**src/rtl/kmean_mul_pipe.sv**
```systemverilog
// Pipelined signed/unsigned multiplier with tag pass-through; NUM_STAGE cycles latency, one beat/cycle.
// Whole pipe stalls when out_valid && !out_ready. KMEAN_MUL_SAT_EN enables saturation when P_WIDTH < A_WIDTH+B_WIDTH.
module kmean_mul_pipe #(
   parameter int A_WIDTH   = 7,
   parameter int B_WIDTH   = 10,
   parameter int P_WIDTH   = 17,
   parameter int NUM_STAGE = 3,
   parameter int TAG_WIDTH = 4
) (
   input  logic                 clk,
   input  logic                 reset,
   input  logic                 in_valid,
   output logic                 in_ready,
   input  logic [A_WIDTH-1:0]   in_a,
   input  logic [B_WIDTH-1:0]   in_b,
   input  logic                 in_signed,
   input  logic [TAG_WIDTH-1:0] in_tag,
   output logic                 out_valid,
   input  logic                 out_ready,
   output logic [P_WIDTH-1:0]   out_p,
   output logic [TAG_WIDTH-1:0] out_tag,
   output logic                 out_sat
);

   localparam int W  = A_WIDTH + B_WIDTH;
   localparam int LW = (P_WIDTH > W) ? P_WIDTH : W;

   logic                 adv;
   logic [LW-1:0]        a_l;
   logic [LW-1:0]        b_l;
   logic [P_WIDTH-1:0]   res_c;
   logic [NUM_STAGE-1:0] vld;
   logic [P_WIDTH-1:0]   p_q   [NUM_STAGE];
   logic [TAG_WIDTH-1:0] tag_q [NUM_STAGE];

   assign adv      = out_ready || !out_valid;
   assign in_ready = adv && !reset;

   // Extending to LW (not just W) makes the LW-bit product already the
   // sign/zero-extended exact product, so the wide case needs no extra step.
   assign a_l = {{(LW-A_WIDTH){in_signed & in_a[A_WIDTH-1]}}, in_a};
   assign b_l = {{(LW-B_WIDTH){in_signed & in_b[B_WIDTH-1]}}, in_b};

`ifdef KMEAN_MUL_SAT_EN
   logic                 sat_c;
   logic [NUM_STAGE-1:0] sat_q;
`endif

   generate
      if (P_WIDTH < W) begin : g_narrow
`ifdef KMEAN_MUL_SAT_EN
         logic [LW-1:0] prod;
         logic          ovf;

         assign prod = a_l * b_l;

         always_comb begin
            ovf   = 1'b0;
            res_c = prod[P_WIDTH-1:0];
            if (in_signed) begin
               // In range only if all bits from the result sign bit upward agree.
               ovf = !((&prod[LW-1:P_WIDTH-1]) || !(|prod[LW-1:P_WIDTH-1]));
               if (ovf)
                  res_c = prod[LW-1] ? {1'b1, {(P_WIDTH-1){1'b0}}}
                                     : {1'b0, {(P_WIDTH-1){1'b1}}};
            end else begin
               ovf = |prod[LW-1:P_WIDTH];
               if (ovf)
                  res_c = '1;
            end
         end

         assign sat_c = ovf;
`else
         assign res_c = P_WIDTH'(a_l * b_l);
`endif
      end else begin : g_wide
         assign res_c = a_l * b_l;
`ifdef KMEAN_MUL_SAT_EN
         assign sat_c = 1'b0;
`endif
      end
   endgenerate

   always_ff @(posedge clk) begin
      if (reset) begin
         vld <= '0;
      end else if (adv) begin
         vld[0] <= in_valid;
         for (int i = 1; i < NUM_STAGE; i++)
            vld[i] <= vld[i-1];
      end
   end

   // Payload registers are not reset; the valid bits qualify them.
   always_ff @(posedge clk) begin
      if (adv) begin
         p_q[0]   <= res_c;
         tag_q[0] <= in_tag;
         for (int i = 1; i < NUM_STAGE; i++) begin
            p_q[i]   <= p_q[i-1];
            tag_q[i] <= tag_q[i-1];
         end
      end
   end

`ifdef KMEAN_MUL_SAT_EN
   always_ff @(posedge clk) begin
      if (adv) begin
         sat_q[0] <= sat_c;
         for (int i = 1; i < NUM_STAGE; i++)
            sat_q[i] <= sat_q[i-1];
      end
   end

   assign out_sat = out_valid & sat_q[NUM_STAGE-1];
`else
   assign out_sat = 1'b0;
`endif

   assign out_valid = vld[NUM_STAGE-1];
   assign out_p     = out_valid ? p_q[NUM_STAGE-1]   : '0;
   assign out_tag   = out_valid ? tag_q[NUM_STAGE-1] : '0;

endmodule

```
**config.mk**
```make
export PLATFORM = sky130hd
export DESIGN_NAME = kmean_mul_pipe
export DESIGN_NICKNAME = d
export VERILOG_FILES = /design/src/rtl/kmean_mul_pipe.sv
export SDC_FILE = /design/constraint.sdc
export NUM_CORES = 1
export LEC_CHECK = 0
export BUFFER_PORTS_ARGS = -buffer_cell sky130_fd_sc_hd__buf_2
export CAP_MARGIN = 40
export CORE_MARGIN = 3
export CORE_UTILIZATION = 60
export DETAILED_ROUTE_END_ITERATION = 10
export PLACE_DENSITY_LB_ADDON = 0.3
export SLEW_MARGIN = 25
export SYNTH_ARGS = -nofsm -noshare
export SYNTH_HDL_FRONTEND = slang
export SYNTH_SLANG_ARGS = --single-unit
```
**constraint.sdc**
```tcl
create_clock -name clk -period 13.9 [get_ports clk]
set_clock_uncertainty 0.1 [all_clocks]
set_input_delay 1.39 -clock clk [delete_from_list [all_inputs] [get_ports clk]]
set_output_delay 1.39 -clock clk [all_outputs]
set_load 0.1 [all_outputs]
```
==> metrics.csv <==
stage,metric,value,unit
route,Detailed Routing Iterations Pass 1,4,
route,DRT iter0 DRCs,59,
route,wire length per cell,13.5,um
place,port bufs,48,
floorplan,Starting Density,62.2,%
clock_tree,Clock Latency Late Sink,0.32,ns
clock_tree,CTS tree,done,
route,DRC viols,0,
synth,"Distinct cells, synth",32,
synth,Post-synth EDFFs,63,
setup_path,end of the worst register-to-register path,tag_q[0][2],
timing,Rel. slew slack,51.9,%
global_route,total gr overflow,0,
timing,Fmax achieved,180,MHz
power,LEAKAGE,2.73,nW
route,Vias/cell,5.03,
global_route,initial antenna violation count,0,
power,worst vdd ir,0.0000874,V
setup_path,Crit Path Class,in -> reg,
global_route,vias in the first global route,3193,
timing,Max Slew Vio Count,0,
setup_path,critical path depth,17,
place,DP Wirelength,6560,um
setup_path,startpoint types,input port,
min_path,Tightest Hold Check Type,reg -> reg,
route,final WL,8190,um
setup_path,worst path required time,13.86,ns
synth,synthesized instance count,447,
global_route,first-pass GRT wire length,14600,um
clock_tree,cts repair resizes,0,
cells_and_area,"Area growth, synth to finish",10.7,%
synth,dominant synthesized flop cell,edfxtp_1,
clock_tree,root buffer cell,clkbuf_8,
floorplan,row count,33,
place,routability cong.,0.857,
synth,top-area cell type share of the netlist area,36.7,%
setup_path,Crit Path Max Fanout,12,
clock_tree,clock buffer depth,2,
clock_tree,total number of H-tree levels,3,
synth,syn avg cell area,11.5,um^2
synth,Post-Syn Area,5160,um^2
timing,final hold violations,0,
floorplan,core footprint,8300,um^2
global_route,largest net degree at the start of global routing,64,
setup_path,CP Cell Sequence,buf_2 > nand2_1 > or2_2 > fa_1 > fa_1 > inv_1 > fa_1 > inv_1 > fa_1 > inv_1 > ha_1 > nand3_1 > a21oi_1 > o21ai_0 > a21oi_1 > a31oi_1 > xnor2_1,
synth,post-synthesis register bit count,66,
setup_path,Worst R2R Path Depth,3,
power,power density over cell area,159,nW/um^2
timing,unrepaired setup endpoints after global routing,false,
floorplan,Die Ht,98.7,um
setup_path,Crit path max-delay family,adder cells,
run,# Max-Cap Violations,0,
timing,period utilization,39.9,%
synth,Syn Nets,571,
clock_tree,CTS Buf Count,9,
synth,"Seq/Total Area, Yosys",37.8,%
cells_and_area,Layout Cells excl Fill,606,
setup_path,R2R Setup Slk,11.94,ns
setup_path,crit path capture,p_q[0][16],
global_route,GRT Resource Usage Total,18.7,%
outcome,status,"complete, no violations",
clock_tree,Sink Count,66,
place,DP Cell Count,590,
synth,asr flop ratio synth,0,%
clock_tree,Worst-path clk slew,0.07,ns
setup_path,CP max stage delay,0.50,ns
floorplan,Die X,98.7,um
timing,setup TNS,0,ns
clock_tree,Post-CTS Hold Buffers,0,
synth,ranking of synthesized cells by area,"edfxtp_1, fa_1, and2_1, ha_1, inv_1",
floorplan,IO Pins,50,
route,DRT antenna net count,0,
setup_path,CP most frequent cell,fa_1,
cells_and_area,layout cell share with drive strength beyond 1,14.6,%
setup_path,worst r2r src,vld[2],
synth,leading area contributor after synthesis,edfxtp_1,
timing,Final Setup Violations,0,
floorplan,Die ar.,9750,um^2
setup_path,Worst Setup SP,in_a[6],
clock_tree,setup bufs post-CTS,0,
setup_path,Crit path buffers/inverters,4,
cells_and_area,Ant. Diodes,0,
cells_and_area,Filler Cells Inserted,630,
timing,final worst path period need,5.55,ns
synth,Synth Warn #,0,
cells_and_area,NumNets Final,620,
setup_path,Worst setup EP type,register,
timing,worst slew pin tran,0.722,ns
setup_path,critical path arrival,5.51,ns
route,via count,3048,
setup_path,highest-delay cell along the critical path,fa_1,
placed cells by master (no fill, tap or decap):
cell	Yosys	routed
a2111oi_0	1	1
a2111oi_1	1	1
a21o_1	4	4
a21oi_1	6	6
a21oi_2	2	2
a21oi_4	1	1
a311o_1	1	1
a31oi_1	1	1
and2_1	77	77
and2_2	1	1
and3_1	5	5
buf_2	0	48
buf_4	1	1
bufinv_16	0	2
clkbuf_8	0	9
clkinv_1	0	1
clkinv_2	0	1
clkinv_4	0	2
clkinvlp_4	0	1
conb_1	1	1
dfxtp_1	3	3
edfxtp_1	63	63
fa_1	66	66
ha_1	32	32
inv_1	100	99
inv_2	0	1
mux2i_1	2	2
nand2_1	18	18
nand2b_1	3	3
nand3_1	4	4
nor2_1	13	13
nor2b_1	3	3
nor3_1	2	2
o21ai_0	3	3
o21bai_1	1	1
o21bai_2	1	1
or2_2	3	3
xnor2_1	14	14
xor2_1	4	4
synth_stat cells (3+ instances only):
library cell and number:
inv_1 100, and2_1 77, fa_1 66, edfxtp_1 63
ha_1 32, nand2_1 18, xnor2_1 14, nor2_1 13
clkbuf_1 10, a21oi_1 6, and3_1 5, a21o_1 4
nand3_1 4, xor2_1 4, dfxtp_1 3, nand2b_1 3
nor2b_1 3, o21ai_0 3, or2_2 3
metal layers:
layer  vias up  share of wire [%]  global-route usage [%]
met2        66                 52                    32.1
li1       1474                  -                       -
met5         -                  0                       0
met1      1501                 43                    25.3
met3         7                3.5                    2.19
met4         0                1.2                    5.67
how the worst min path moves through the flow:
stage                start  cells after the start     endpoint
2_1_floorplan    p_q[0][0]                      0   p_q[0][17]
3_3_place_gp    p_q[0][11]                      0   p_q[0][28]
3_5_place_dp    p_q[0][32]                      0   p_q[0][49]
4_1_cts         p_q[0][32]                      0   p_q[0][49]
5_1_grt        tag_q[0][2]                      0  tag_q[0][6]
6_report        p_q[0][32]                      0   p_q[0][49]
worst reg2reg max path: cells and delay by family (launching register included):
family        cells  cell delay (ns)
flops             1             0.63
simple gates      1             0.48
buf+inv           2             0.40
through the flow:
step	instance area, um^2	total power, mW	setup WS (ns)	hold WS, ns	utilization (%)
CTS	5710	0.916	8.38	0.314	68.8
floorplan	5160	0.659	8.32	0.300	-
global route	5710	0.988	8.08	0.318	68.8
detailed placement	5500	0.745	8.02	0.305	66.2
global placement	5500	0.716	8.16	0.301	66.2
finish	5710	0.908	8.35	0.314	68.8
logic make-up (layout without fill, tap and decap cells):
kind of cell / count (synthesis) / in the layout / share of synthesized area (%)
AND/OR/NAND/NOR: 129 / 129 / 14.0
buffers and inverters: 111 / 165 / 8.15
adder cells (fa/ha/maj): 98 / 98 / 33.4
flip-flops: 66 / 66 / 37.8
AO/OA/AOI/OAI: 22 / 22 / 3.15
XOR/XNOR: 18 / 18 / 3.05
multiplexers: 2 / 2 / 0.388
other: 1 / 1 / 0.0727
registers in the layout, indices dropped and copies added (netlist names):
| signal | cells |
|---|---|
| vld | 3 |
| tag_q | 12 |
| p_q | 51 |
final cells by class:
| class | instances | area (um^2) | area share, % |
|---|---|---|---|
| well taps | 105 | 131 | 2.30 |
| inverters | 100 | 375 | 6.57 |
| multi-input cells | 270 | 2790 | 48.8 |
| clock inverters | 7 | 93.8 | 1.64 |
| clock buffers | 9 | 124 | 2.17 |
| repair buffers | 49 | 248 | 4.34 |
| flip-flops and latches | 66 | 1950 | 34.2 |
power breakdown:
part	total [mW]	internal, mW	switching (mW)
Combinational	0.403	0.170	0.233
Clock	0.167	0.100	0.0663
Sequential	0.337	0.320	0.0171
Power figures use the tool's default switching activity.
